## src/rtl/fetch_ctrl.sv

```systemverilog
// -----------------------------------------------------------------------------
// fetch_ctrl -- instruction-fetch sequencing controller
//
// Issues requests to a variable-latency instruction memory over a req/ack
// handshake, advances the PC register, and presents fetched words to decode
// through a registered output stage backed by a one-entry skid buffer.
// Redirects squash every younger fetch; a request that is already in flight
// is drained (its data discarded) rather than abandoned. A sticky flag
// reports a memory that has kept a request waiting MAX_WAIT cycles.
//
// Parameters
//   MAX_WAIT    ack-wait cycles before fetch_err sets (1..1023)
// Ports
//   clk         clock, rising edge
//   rst_n       asynchronous active-low reset
//   run         permit new requests (outstanding ones always complete)
//   pc          current PC from the PC register
//   pc_en       PC register enable (combinational)
//   redirect    taken branch/jump resolved in decode, 1-cycle pulse
//   id_stall    decode cannot accept this cycle
//   imem_req    memory request (registered, stable until ack)
//   imem_addr   memory request address (registered)
//   imem_ack    1-cycle ack; imem_rdata valid this cycle
//   imem_rdata  instruction word from memory
//   if_valid    if_instr/if_pc valid to decode
//   if_instr    fetched instruction
//   if_pc       address of if_instr
//   fetch_err   sticky memory-timeout flag
// -----------------------------------------------------------------------------
module fetch_ctrl #(
  parameter int unsigned MAX_WAIT = 255
) (
  input  logic        clk,
  input  logic        rst_n,
  input  logic        run,
  input  logic [31:0] pc,
  output logic        pc_en,
  input  logic        redirect,
  input  logic        id_stall,
  output logic        imem_req,
  output logic [31:0] imem_addr,
  input  logic        imem_ack,
  input  logic [31:0] imem_rdata,
  output logic        if_valid,
  output logic [31:0] if_instr,
  output logic [31:0] if_pc,
  output logic        fetch_err
);

  typedef enum logic [1:0] {
    S_IDLE,   // nothing outstanding
    S_WAIT,   // request outstanding, result will be kept
    S_DRAIN,  // request outstanding, result will be discarded
    S_HOLD    // skid buffer full, no request outstanding
  } state_e;

  localparam logic [9:0] MAX_W = 10'(MAX_WAIT);

  state_e      state_q;
  logic        imem_req_q;
  logic [31:0] imem_addr_q;
  logic        if_valid_q;
  logic [31:0] if_instr_q;
  logic [31:0] if_pc_q;
  logic [31:0] skid_instr_q;  // skid is full exactly when state_q == S_HOLD
  logic [31:0] skid_pc_q;
  logic [9:0]  wait_cnt_q;
  logic [9:0]  wait_cnt_d;
  logic        fetch_err_q;

  logic out_free;  // output register can take a new word at this edge
  logic consume;   // decode takes the output register at this edge

  assign out_free = !if_valid_q || !id_stall;
  assign consume  = if_valid_q && !id_stall;

  // NOTE: every signal written in an always_comb gets a default first, so no
  // path through the block leaves it unassigned and no latch is inferred.
  always_comb begin
    wait_cnt_d = '0;
    if ((state_q == S_WAIT || state_q == S_DRAIN) && !imem_ack) begin
      // Saturate so a dead memory cannot wrap the counter back below MAX_W.
      wait_cnt_d = (wait_cnt_q == MAX_W) ? wait_cnt_q : wait_cnt_q + 10'd1;
    end
  end

  // The PC moves on a redirect (loads the target) or when a kept fetch
  // completes (pc+4). Held low while reset is asserted.
  always_comb begin
    pc_en = 1'b0;
    if (rst_n && (redirect || (state_q == S_WAIT && imem_ack))) begin
      pc_en = 1'b1;
    end
  end

  // NOTE: sequential state uses non-blocking assignments only, so every
  // right-hand side below sees the pre-edge value and later "default then
  // override" assignments in the same block resolve in source order.
  always_ff @(posedge clk or negedge rst_n) begin
    if (!rst_n) begin
      state_q      <= S_IDLE;
      imem_req_q   <= 1'b0;
      imem_addr_q  <= '0;
      if_valid_q   <= 1'b0;
      if_instr_q   <= '0;
      if_pc_q      <= '0;
      skid_instr_q <= '0;
      skid_pc_q    <= '0;
      wait_cnt_q   <= '0;
      fetch_err_q  <= 1'b0;
    end else begin
      wait_cnt_q <= wait_cnt_d;
      if (wait_cnt_d == MAX_W) begin
        fetch_err_q <= 1'b1;
      end

      // Output drains when decode takes it; refills below override this.
      if (consume) begin
        if_valid_q <= 1'b0;
      end

      if (redirect) begin
        // Squash everything younger than the branch. An in-flight request
        // must still finish, so it is tracked in DRAIN until its ack.
        if_valid_q <= 1'b0;
        case (state_q)
          S_WAIT, S_DRAIN: begin
            if (imem_ack) begin
              imem_req_q <= 1'b0;
              state_q    <= S_IDLE;
            end else begin
              state_q <= S_DRAIN;
            end
          end
          default: state_q <= S_IDLE;  // IDLE stays, HOLD drops its skid
        endcase
      end else begin
        case (state_q)
          S_IDLE: begin
            if (run) begin
              imem_req_q  <= 1'b1;
              imem_addr_q <= pc;
              state_q     <= S_WAIT;
            end
          end

          S_WAIT: begin
            if (imem_ack) begin
              if (out_free) begin
                if_instr_q <= imem_rdata;
                if_pc_q    <= imem_addr_q;
                if_valid_q <= 1'b1;
                if (run) begin
                  // Back-to-back: keep req high and run ahead of the PC
                  // register, which is advancing to the same address.
                  imem_addr_q <= imem_addr_q + 32'd4;
                end else begin
                  imem_req_q <= 1'b0;
                  state_q    <= S_IDLE;
                end
              end else begin
                // Output occupied and stalled: park the word and stop
                // requesting so nothing can overrun the skid.
                skid_instr_q <= imem_rdata;
                skid_pc_q    <= imem_addr_q;
                imem_req_q   <= 1'b0;
                state_q      <= S_HOLD;
              end
            end
          end

          S_DRAIN: begin
            if (imem_ack) begin
              imem_req_q <= 1'b0;
              state_q    <= S_IDLE;
            end
          end

          S_HOLD: begin
            if (consume) begin
              if_instr_q <= skid_instr_q;
              if_pc_q    <= skid_pc_q;
              if_valid_q <= 1'b1;
              state_q    <= S_IDLE;
            end
          end

          default: state_q <= S_IDLE;
        endcase
      end
    end
  end

  assign imem_req  = imem_req_q;
  assign imem_addr = imem_addr_q;
  assign if_valid  = if_valid_q;
  assign if_instr  = if_instr_q;
  assign if_pc     = if_pc_q;
  assign fetch_err = fetch_err_q;

endmodule

```

## config.mk

```make
export PLATFORM = sky130hd
export DESIGN_NAME = fetch_ctrl
export DESIGN_NICKNAME = d
export VERILOG_FILES = /design/src/rtl/fetch_ctrl.sv
export SDC_FILE = /design/constraint.sdc
export NUM_CORES = 1
export LEC_CHECK = 0
export ABC_AREA = 1
export ABC_CLOCK_PERIOD_IN_PS = 3150
export BUFFER_PORTS_ARGS = -buffer_cell sky130_fd_sc_hd__buf_2
export CAP_MARGIN = 40
export CORE_ASPECT_RATIO = 0.6
export CORE_MARGIN = 2
export CORE_UTILIZATION = 50
export DETAILED_ROUTE_END_ITERATION = 7
export GPL_TIMING_DRIVEN = 0
export PLACE_DENSITY = 0.73
export SYNTH_ARGS = -nofsm -noshare
export SYNTH_HDL_FRONTEND = slang
export SYNTH_SLANG_ARGS = --single-unit
```

## constraint.sdc

```tcl
create_clock -name clk -period 3.15 [get_ports clk]
set_input_delay 0.315 -clock clk [delete_from_list [all_inputs] [get_ports clk]]
set_output_delay 0.315 -clock clk [all_outputs]
set_load 0.02 [all_outputs]
```

==> qor.yml <==
grt_pass1_vias: 7454
die_y_um: 106
clk_latency_ns: 0.43
pwr-share-clk: 0.202
combPwrFrac: 0.420
fp.dieW_um: 174
syn_area_um2: 8680
cts_made_buffers: 17
hold_viol: 0
dp_hpwl_um: 18100
routed_wl_um: 25100
drt_iter0_drc: 883
ff2ff_setup_slack_ns: 1.07
cpLargestDelayFamily: "buffers and inverters"
fin_cells: 1545
crit_path_max_fanout: 10
viasPerCell: 5.40
ys_ff_latch: 175
diodes: 0
path_common_cell: "buf_2"
drv_cap: 0
area_growth_pct: 20.0
finalSetupViolations: 0
layout_setup_ws_ns: 0.399
irDropWorstVdd_uv: 490
rows: 37
avgSynthCellArea_um2: 7.81
worstSetupEndpointType: "output port"
vias: 8349
gp_congestion: 0.962
die-area_um2: 18500
rsz0062_at_grt: "no"
finalMaxSlewViolations: 0
skew_ns: 0.0115
h-tree-depth: 4
cp_num_buf_inv: 5
powerDensity_nw_per_um2: 968
critical_path_class: "reg -> out"
holdPathEnd: "if_valid"
min_period_over_period: 0.873
switching_share: 0.445
routedWlPerCell_um: 16.3
critPathMaxStageDelay_ns: 0.42
worstMarginPinSlew_ns: 0.603
ant_nets: 0
crit_slowest_cell: "dfrtp_1"
syn_nets: 1188
switchingPower_mw: 4.49
boundaryPins: 170
start_util: 0.508
max_freq_ghz: 0.364
min_path_cells: 2
fillers: 1616
rr_endpoint: "fetch_err"
startpoint_type: "register"
grt.overflow.total: 0
min_path_type: "in -> reg"
final_cell_mix: "nor2_1, nand2_1, buf_2"
drc: 0
cts.sinks: 175
period_needed_ns: 2.75
p_int_mw: 5.59
core_area_um2: 17100
fin_util: 0.609
first_pass_iters: 8
status: "finished, final reports clean"
clockBufferDepth: 2
yosys_warnings: 0
hp-start: "redirect"
drive_gt1_frac: 0.196
cts-root-buf: "clkbuf_16"
ff2ff_path_depth: 8
relSlewSlack: 0.595
cts_tree: "done"
synthCells: 1111
track_usage: 0.275
r2r-start: "state_q[0]"
cts_setup_buffers: 0
port_buffers: 168
crit_arrival_ns: 2.44
worstPathRequired_ns: 2.83
final_nets: 1377
antenna_found_initial: 0
grt_start_max_net_pins: 109
final_common_cell: "nor2_1"
cts.clk_slew.worst_paths_ns: 0.07
startpoint: "state_q[1]"
grt_pass1_wl_um: 39800
path_cells: "inv_1 > ha_1 > buf_4 > buf_2 > buf_2 > nand2_1 > a21boi_0 > buf_2"
dp.cells: 1514
synth_cell_types: 37
ys_seq_area_frac: 0.505
preCtsSetupSlack_ns: 0.882
p_leak_nw: 5.11
pwr-share-seq: 0.378
metrics by stage:
stage          hold slack (ns)  TNS (ns)  instance area [um^2]  power, mW
2_1_floorplan           0.0194         0                  8680       6.46
3_5_place_dp             0.322         0                  9850       8.01
4_1_cts                  0.101         0                 10400       10.1
5_1_grt                  0.114         0                 10400       10.7
3_3_place_gp             0.443   -192.48                  9810       7.92
6_report                 0.112         0                 10400       10.1
registers in the layout (all words and copies together) (netlist names):
signal / cells
fetch_err: 1
if_pc: 32
if_instr: 32
skid_instr_q: 32
skid_pc_q: 32
imem_addr: 32
if_valid: 1
state_q: 2
wait_cnt_q: 10
imem_req: 1
power groups by stage:
| stage | combinational, mW | clock (mW) | sequential [mW] |
|---|---|---|---|
| after CTS | 4.23 | 2.05 | 3.78 |
| after floorplan | 2.04 | 0 | 4.42 |
| after global placement | 4.12 | 0 | 3.80 |
| after detailed placement | 4.20 | 0 | 3.81 |
| final | 4.24 | 2.03 | 3.80 |
| after global routing | 4.67 | 2.15 | 3.91 |
per-layer routing:
layer,global-route usage,up-vias,part of all wire,routed length (um)
met3,0.0597,31,0.082,2060
met2,0.393,379,0.42,10500
li1,-,3970,-,-
met4,0.0642,0,0.011,283
met1,0.425,3969,0.49,12300
met5,0,-,0,0
repair_timing:
action / 4_1_cts / 5_1_grt
endpoints found under the hold margin: 67 / 0
hold buffers: 1 / 0
setup endpoints to repair: 0 / 0
gates resized for setup: 0 / 0
layout make-up:
| class | instances | area (um^2) | share of cell area |
|---|---|---|---|
| timing repair buffer | 170 | 888 | 0.0853 |
| tap | 234 | 293 | 0.0281 |
| buffer | 57 | 317 | 0.0304 |
| inverter | 103 | 387 | 0.0371 |
| multi-input combinational | 776 | 3600 | 0.345 |
| clock buffer | 18 | 439 | 0.0422 |
| clock inverter | 12 | 111 | 0.0107 |
| sequential | 175 | 4380 | 0.421 |
logic make-up after synthesis:
logic type	after synthesis	synth area share
adders and majority gates	7	0.0101
buffers and inverters	160	0.0810
and+or+nand+nor	501	0.241
AOI/OAI and AO/OA	258	0.153
DFF	175	0.505
xor gates and xnor gates	10	0.0101
cell usage after synthesis:
| cell type | count | area (um^2) |
|---|---|---|
| nand4_1 | 12 | 75.1 |
| xnor2_1 | 1 | 8.76 |
| a22oi_1 | 3 | 22.5 |
| xor2_1 | 9 | 78.8 |
| nor2_4 | 2 | 22.5 |
| o21ai_2 | 1 | 8.76 |
| o21bai_1 | 1 | 7.51 |
| o31ai_1 | 1 | 7.51 |
| buf_4 | 8 | 60.1 |
| nor2_1 | 207 | 777 |
| a21oi_1 | 137 | 686 |
| o21ai_1 | 3 | 15.0 |
| nor3_2 | 2 | 20.0 |
| o21ai_0 | 99 | 495 |
| buf_2 | 15 | 75.1 |
| nor2_2 | 7 | 43.8 |
| nand2_2 | 5 | 31.3 |
| o22ai_1 | 7 | 43.8 |
| inv_1 | 99 | 372 |
| and3_4 | 1 | 11.3 |
| nand3_1 | 47 | 235 |
| buf_1 | 4 | 15.0 |
| ha_1 | 7 | 87.6 |
| a21boi_0 | 1 | 7.51 |
| clkbuf_1 | 22 | 82.6 |
| buf_6 | 7 | 78.8 |
| nand3_2 | 5 | 50.1 |
| a32oi_1 | 1 | 8.76 |
| clkinv_1 | 1 | 3.75 |
| nor3_1 | 11 | 55.1 |
| o211ai_1 | 1 | 7.51 |
| a31oi_1 | 3 | 18.8 |
| dfrtp_1 | 175 | 4380 |
| inv_2 | 3 | 11.3 |
| nor3_4 | 1 | 16.3 |
| clkbuf_2 | 1 | 5.00 |
| nand2_1 | 201 | 754 |
worst max-delay path by stage:
stage,endpoint,cells past startpoint
3_5_place_dp,pc_en,8
4_1_cts,pc_en,8
3_3_place_gp,wait_cnt_q[0],1
5_1_grt,pc_en,8
2_1_floorplan,pc_en,7
6_report,pc_en,8
Note: power is estimated with default switching activity, not from simulation.
